**src/rtl/mul_div_unit.sv**
```systemverilog
// Iterative multiply/divide unit with architectural HI/LO registers.
// MULT/MULTU use shift-add, DIV/DIVU use restoring shift-subtract, one step per cycle.
// Optional build macro MULDIV_FAST_MUL_EN: multiplies complete through a single-cycle
// product (IDLE -> FIX); divides are unchanged. Results are identical in both builds.
module mul_div_unit #(
    parameter int unsigned WIDTH = 32
) (
    input  logic             clk,
    input  logic             rst_n,
    input  logic             start,
    input  logic [1:0]       op,
    input  logic [WIDTH-1:0] operand_a,
    input  logic [WIDTH-1:0] operand_b,
    input  logic             hi_we,
    input  logic             lo_we,
    input  logic [WIDTH-1:0] wdata,
    output logic             busy,
    output logic             done,
    output logic             div_by_zero,
    output logic [WIDTH-1:0] hi,
    output logic [WIDTH-1:0] lo
);

    localparam int unsigned CntW = (WIDTH > 1) ? $clog2(WIDTH) : 1;

    typedef enum logic [1:0] {StIdle, StRun, StFix} state_e;

    state_e                 state_q, state_d;
    logic [CntW-1:0]        cnt_q, cnt_d;
    logic                   is_div_q, is_div_d;
    logic                   neg_q, neg_d;      // product / quotient negative
    logic                   rneg_q, rneg_d;    // remainder negative (sign of dividend)
    logic                   zero_q, zero_d;    // divide with zero divisor
    logic [WIDTH-1:0]       b_q, b_d;          // multiplicand or divisor magnitude
    logic [WIDTH-1:0]       orig_a_q, orig_a_d;
    logic [2*WIDTH-1:0]     acc_q, acc_d;      // {upper, lower}: product or {rem, quot}
    logic [WIDTH-1:0]       hi_q, hi_d, lo_q, lo_d;
    logic                   done_q, done_d, dbz_q, dbz_d;

    logic                   sign_a, sign_b;
    logic [WIDTH-1:0]       a_mag, b_mag;
    logic [WIDTH:0]         mul_sum;
    logic [WIDTH:0]         div_shift;
    logic [WIDTH+1:0]       div_diff;
    logic [2*WIDTH-1:0]     step_acc, prod_fix;
    logic [WIDTH-1:0]       quo_fix, rem_fix;

    // Operand magnitudes and one iteration step of either algorithm.
    always_comb begin
        sign_a    = ~op[0] & operand_a[WIDTH-1];
        sign_b    = ~op[0] & operand_b[WIDTH-1];
        a_mag     = sign_a ? -operand_a : operand_a;
        b_mag     = sign_b ? -operand_b : operand_b;
        mul_sum   = {1'b0, acc_q[2*WIDTH-1:WIDTH]} + (acc_q[0] ? {1'b0, b_q} : '0);
        // Remainder shifted left with next dividend bit; needs WIDTH+1 bits.
        div_shift = acc_q[2*WIDTH-1:WIDTH-1];
        div_diff  = {1'b0, div_shift} - {2'b00, b_q};
        if (is_div_q) begin
            if (!div_diff[WIDTH+1]) begin
                step_acc = {div_diff[WIDTH-1:0], acc_q[WIDTH-2:0], 1'b1};
            end else begin
                step_acc = {div_shift[WIDTH-1:0], acc_q[WIDTH-2:0], 1'b0};
            end
        end else begin
            step_acc = {mul_sum, acc_q[WIDTH-1:1]};
        end
        prod_fix = neg_q ? -acc_q : acc_q;
        quo_fix  = neg_q ? -acc_q[WIDTH-1:0] : acc_q[WIDTH-1:0];
        rem_fix  = rneg_q ? -acc_q[2*WIDTH-1:WIDTH] : acc_q[2*WIDTH-1:WIDTH];
    end

    // Next-state, datapath load/step and HI/LO write selection.
    always_comb begin
        state_d  = state_q;
        cnt_d    = cnt_q;
        is_div_d = is_div_q;
        neg_d    = neg_q;
        rneg_d   = rneg_q;
        zero_d   = zero_q;
        b_d      = b_q;
        orig_a_d = orig_a_q;
        acc_d    = acc_q;
        hi_d     = hi_q;
        lo_d     = lo_q;
        done_d   = 1'b0;
        dbz_d    = 1'b0;
        case (state_q)
            StIdle: begin
                if (start) begin
                    is_div_d = op[1];
                    neg_d    = sign_a ^ sign_b;
                    rneg_d   = sign_a;
                    zero_d   = op[1] & (operand_b == '0);
                    b_d      = b_mag;
                    orig_a_d = operand_a;
                    acc_d    = {{WIDTH{1'b0}}, a_mag};
                    cnt_d    = CntW'(WIDTH - 1);
                    state_d  = StRun;
`ifdef MULDIV_FAST_MUL_EN
                    if (!op[1]) begin
                        acc_d   = {{WIDTH{1'b0}}, a_mag} * {{WIDTH{1'b0}}, b_mag};
                        state_d = StFix;
                    end
`endif
                end else begin
                    if (hi_we) hi_d = wdata;
                    if (lo_we) lo_d = wdata;
                end
            end
            StRun: begin
                acc_d = step_acc;
                cnt_d = cnt_q - CntW'(1);
                if (cnt_q == '0) state_d = StFix;
            end
            StFix: begin
                if (!is_div_q) begin
                    hi_d = prod_fix[2*WIDTH-1:WIDTH];
                    lo_d = prod_fix[WIDTH-1:0];
                end else if (zero_q) begin
                    hi_d = orig_a_q;
                    lo_d = '1;
                end else begin
                    hi_d = rem_fix;
                    lo_d = quo_fix;
                end
                done_d  = 1'b1;
                dbz_d   = is_div_q & zero_q;
                state_d = StIdle;
            end
            default: state_d = StIdle;
        endcase
    end

    // State and datapath registers with synchronous active-low reset.
    always_ff @(posedge clk) begin
        if (!rst_n) begin
            state_q  <= StIdle;
            cnt_q    <= '0;
            is_div_q <= 1'b0;
            neg_q    <= 1'b0;
            rneg_q   <= 1'b0;
            zero_q   <= 1'b0;
            b_q      <= '0;
            orig_a_q <= '0;
            acc_q    <= '0;
            hi_q     <= '0;
            lo_q     <= '0;
            done_q   <= 1'b0;
            dbz_q    <= 1'b0;
        end else begin
            state_q  <= state_d;
            cnt_q    <= cnt_d;
            is_div_q <= is_div_d;
            neg_q    <= neg_d;
            rneg_q   <= rneg_d;
            zero_q   <= zero_d;
            b_q      <= b_d;
            orig_a_q <= orig_a_d;
            acc_q    <= acc_d;
            hi_q     <= hi_d;
            lo_q     <= lo_d;
            done_q   <= done_d;
            dbz_q    <= dbz_d;
        end
    end

    assign busy        = (state_q != StIdle);
    assign done        = done_q;
    assign div_by_zero = dbz_q;
    assign hi          = hi_q;
    assign lo          = lo_q;

endmodule
```
**config.mk**
```make
export PLATFORM = sky130hd
export DESIGN_NAME = mul_div_unit
export DESIGN_NICKNAME = d
export VERILOG_FILES = /design/src/rtl/mul_div_unit.sv
export SDC_FILE = /design/constraint.sdc
export NUM_CORES = 1
export LEC_CHECK = 0
export ABC_AREA = 1
export BUFFER_PORTS_ARGS = -buffer_cell sky130_fd_sc_hd__buf_2
export CORE_UTILIZATION = 44
export DETAILED_ROUTE_END_ITERATION = 8
export PLACE_DENSITY_LB_ADDON = 0.3
export SLEW_MARGIN = 20
export SYNTH_ARGS = -nofsm -noshare
export SYNTH_HDL_FRONTEND = slang
export SYNTH_SLANG_ARGS = --single-unit
export TNS_END_PERCENT = 10
```
**constraint.sdc**
```tcl
create_clock -name clk -period 3.1 [get_ports clk]
set_input_delay 0.155 -clock clk [delete_from_list [all_inputs] [get_ports clk]]
set_output_delay 0.155 -clock clk [all_outputs]
set_load 0.03 [all_outputs]
```
==> qor.csv <==
stage,metric,value,unit
global_routing,grt total ovfl,0,
route,First-pass DRT Iterations,6,
sta,period utilization,90.1,%
global_routing,vias in the first global route,20300,
run,max-cap violations,0,
synth,post-synthesis sequential area ratio,22.0,%
sta,Max-Slew Margin vs Limit,37.2,%
synth,"count leader, synth",nand2_1,
global_routing,largest net degree at the start of global routing,90,
synth,largest family of logic cells by synthesized area,simple AND/OR/NAND/NOR gates,
worst_setup_path,"most used cell, CP",nand3_1,
sta,clk_skew,0.0316,ns
clock_network,# H-tree levels,1,
route,initial detailed-routing violation count,3035,
final_layout,Post-Layout Cell Count,4077,
worst_setup_path,"slowest stage delay, CP",0.69,ns
synth,"Primary FF master, synth",dfxtp_1,
clock_network,clock-pin slew on the worst setup and hold paths,0.07,ns
worst_setup_path,crit path buf inv count,2,
route,routed len/inst,19.3,um
die,Die X,208,um
synth,Synth area leader,dfxtp_1,
die,initial core utilization,44.6,%
pwr,worst vdd ir,0.357,mV
worst_setup_path,Worst setup SP type,flop,
sta,worst slew pin tran,0.932,ns
final_layout,Layout area overhead,17.7,%
clock_network,CTS tree,built,
clock_network,root buf cell,clkbuf_16,
route,Final ANT Viol Nets,0,
sta,"Hold Vio Cnt, Final",0,
worst_setup_path,CP cell instances,ha_1 -> a21oi_2 -> inv_1 -> nand3_1 -> nand3_1 -> a21oi_4 -> nand2_4 -> buf_4 -> nand2_1 -> nand3_1 -> nand3_1 -> a21oi_1,
die,Core Area,0.0419,mm^2
synth,fraction of the mapped netlist area in adder cells,4.91,%
synth,Post-Syn Area,0.0187,mm^2
synth,Compound-Gate Fraction of Synth Area,22.2,%
worst_setup_path,"Req. time, crit path",3.55,ns
final_layout,Final #Nets,3695,
route,number of remaining DRC errors,0,
sta,final setup fails,0,
clock_network,CTS Buf Count,25,
die,row count,75,
die,chip height,208,um
worst_setup_path,CP Class,flop to flop,
synth,"top cells by area, synth","dfxtp_1, nand2_1, a21oi_1",
route,Vias/cell,5.61,
final_layout,share of cells above drive strength 1,10.0,%
hold_path,worst hold path type,primary input to flop,
clock_network,buffer levels on the longest clock path,3,
worst_setup_path,worst path arrival time,3.24,ns
global_routing,GRT Total Usage,35.3,%
clock_network,clock sink count,205,
sta,setup TNS,0,ns
synth,Post-Syn Area per Cell,5.64,um^2
pwr,LEAKAGE,11.3,nW
synth,post-synth cell types,51,
sta,FMAX,358,MHz
pwr,PwrDens,517,mW/mm^2
route,via count,22900,
placed_design,port bufs,169,
placed_design,Post-DP HPWL,61.3,mm
placed_design,cell count after placement,3954,
sta,RSZ-0062 raised after global routing,no,
worst_setup_path,Crit. End Element,flop,
synth,top cell type's share of synthesized area,22.0,%
placed_design,Routability Congestion,1.06,
worst_setup_path,CP Max Fanout,27,
die,DIE AREA,0.0432,mm^2
synth,warnings from Yosys,0,
global_routing,first-pass GRT wire length,119,mm
sta,fin crit period,2.79,ns
worst_setup_path,Worst path slowest cell,dfxtp_1,
die,# IOs,170,
clock_network,Worst-Skew Late Latency,0.56,ns
global_routing,antenna violations before repair,0,
synth,Synth async-reset ratio,0,%
synth,Syn Inst Count,3308,
final_layout,design area,0.0220,mm^2
synth,syn nets,3483,
synth,Post-synth EDFFs,0,
final_layout,ant diodes,0,
synth,Post-Synth XOR/XNOR Area,2.77,%
route,Final Routed Wirelength,78.8,mm
worst_setup_path,crit-path leading delay family,simple AND/OR/NAND/NOR gates,
synth,mux contribution to synthesized area,0,%
placed_design,Post-Place Cell Area,0.0203,mm^2
clock_network,PostCTS Resize Cnt,0,
synth,leading cell types by count after synthesis,"nand2_1, inv_1, nor2_1",
synth,register bit total from synthesis,205,
synth,Post-Synth Simple-Gate Area,36.1,%
sta,max-slew violation count,0,
run_status,status,"finished, final reports clean",
## state kept, by name, indices dropped and copies added, names as in the netlist
signal       cells
orig_a_q        32
zero_q           1
done             1
div_by_zero      1
rneg_q           1
b_q             32
cnt_q            5
acc_q           64
neg_q            1
hi              32
lo              32
state_q          2
is_div_q         1
## stage by stage
| step | hold slack (ns) | utilization [%] | total power [W] | setup slack (ns) |
|---|---|---|---|---|
| finish | 0.00578 | 52.5 | 0.0113 | 0.307 |
| global route | 0.0313 | 52.5 | 0.0119 | 0.122 |
| CTS | 0.00232 | 52.5 | 0.0112 | 0.369 |
| detailed placement | 0.448 | 48.5 | 0.00793 | 0.388 |
| global placement | 0.446 | 48.5 | 0.00795 | 0.389 |
| floorplan | 0.283 | - | 0.00638 | 0.540 |
## report_power, final
part	internal, W	switching (W)	leakage, nW	total [W]
clock	0.00187	0.00129	0.433	0.00316
combinational	0.00148	0.00340	9.14	0.00487
sequential	0.00296	0.000350	1.69	0.00331
total	0.00631	0.00504	11.3	0.0113
## cell type report
cell class / count / area (um^2)
well taps: 539 / 674
clock buffers: 31 / 698
flip-flops and latches: 205 / 4110
multi-input cells: 2518 / 12300
fillers: 4457 / 19900
clock inverters: 14 / 183
inverters: 447 / 1680
repair buffers: 323 / 2270
## worst paths after layout
kind / cells after the start / slack, ns / endpoint / start
worst max-delay path: 12 / 0.31 / acc_q[41] / acc_q[53]
worst min-delay path: 4 / 0.006 / b_q[26] / operand_b[26]
worst max register to register: 12 / 0.31 / acc_q[41] / acc_q[53]
worst min register to register: 1 / 0.48 / cnt_q[3] / cnt_q[3]
## cells by family (layout without fill, tap and decap cells)
kind of cell | after synthesis | count (layout)
flops | 205 | 205
xor+xnor | 59 | 59
fa+ha+maj | 72 | 72
buf+inv | 585 | 815
simple gates | 1605 | 1605
compound gates | 782 | 782
## worst min-delay path: cells and delay by family
kind                   cells  cell delay [ns]
buffers and inverters      2             0.16
AO/OA/AOI/OAI              2             0.21
## what timing repair did
item | 4_1_cts | 5_1_grt
setup endpoints to repair | 0 | 0
hold buffers | 78 | 0
endpoints found under the hold margin | 80 | 0
setup buffers | 0 | 0
## cell usage in the layout, fill, tap and decap left out, drive strengths merged, types with 11 or more instances in the layout
| cell type | netlist | final |
|---|---|---|
| xnor2 | 13 | 13 |
| o21ai | 351 | 351 |
| inv | 444 | 449 |
| nor2 | 384 | 384 |
| o211ai | 13 | 13 |
| dfxtp | 205 | 205 |
| clkbuf | 104 | 31 |
| o21bai | 14 | 14 |
| xor2 | 46 | 46 |
| a21oi | 349 | 349 |
| nand4 | 39 | 39 |
| ha | 70 | 70 |
| nand3b | 11 | 11 |
| nand2 | 844 | 844 |
| buf | 34 | 245 |
| a31oi | 23 | 23 |
| dlygate4sd3 | 0 | 78 |
| nand3 | 268 | 268 |
| nor3 | 41 | 41 |
## metal layers
| layer | vias up | global-route usage, % | wire, um |
|---|---|---|---|
| li1 | 11200 | - | - |
| met1 | 10300 | 52.7 | 35700 |
| met2 | 1248 | 48.8 | 30700 |
| met3 | 109 | 9.78 | 10300 |
| met4 | 0 | 9.25 | 2130 |
| met5 | - | 0 | 0 |
(Power assumes the default switching activity.)
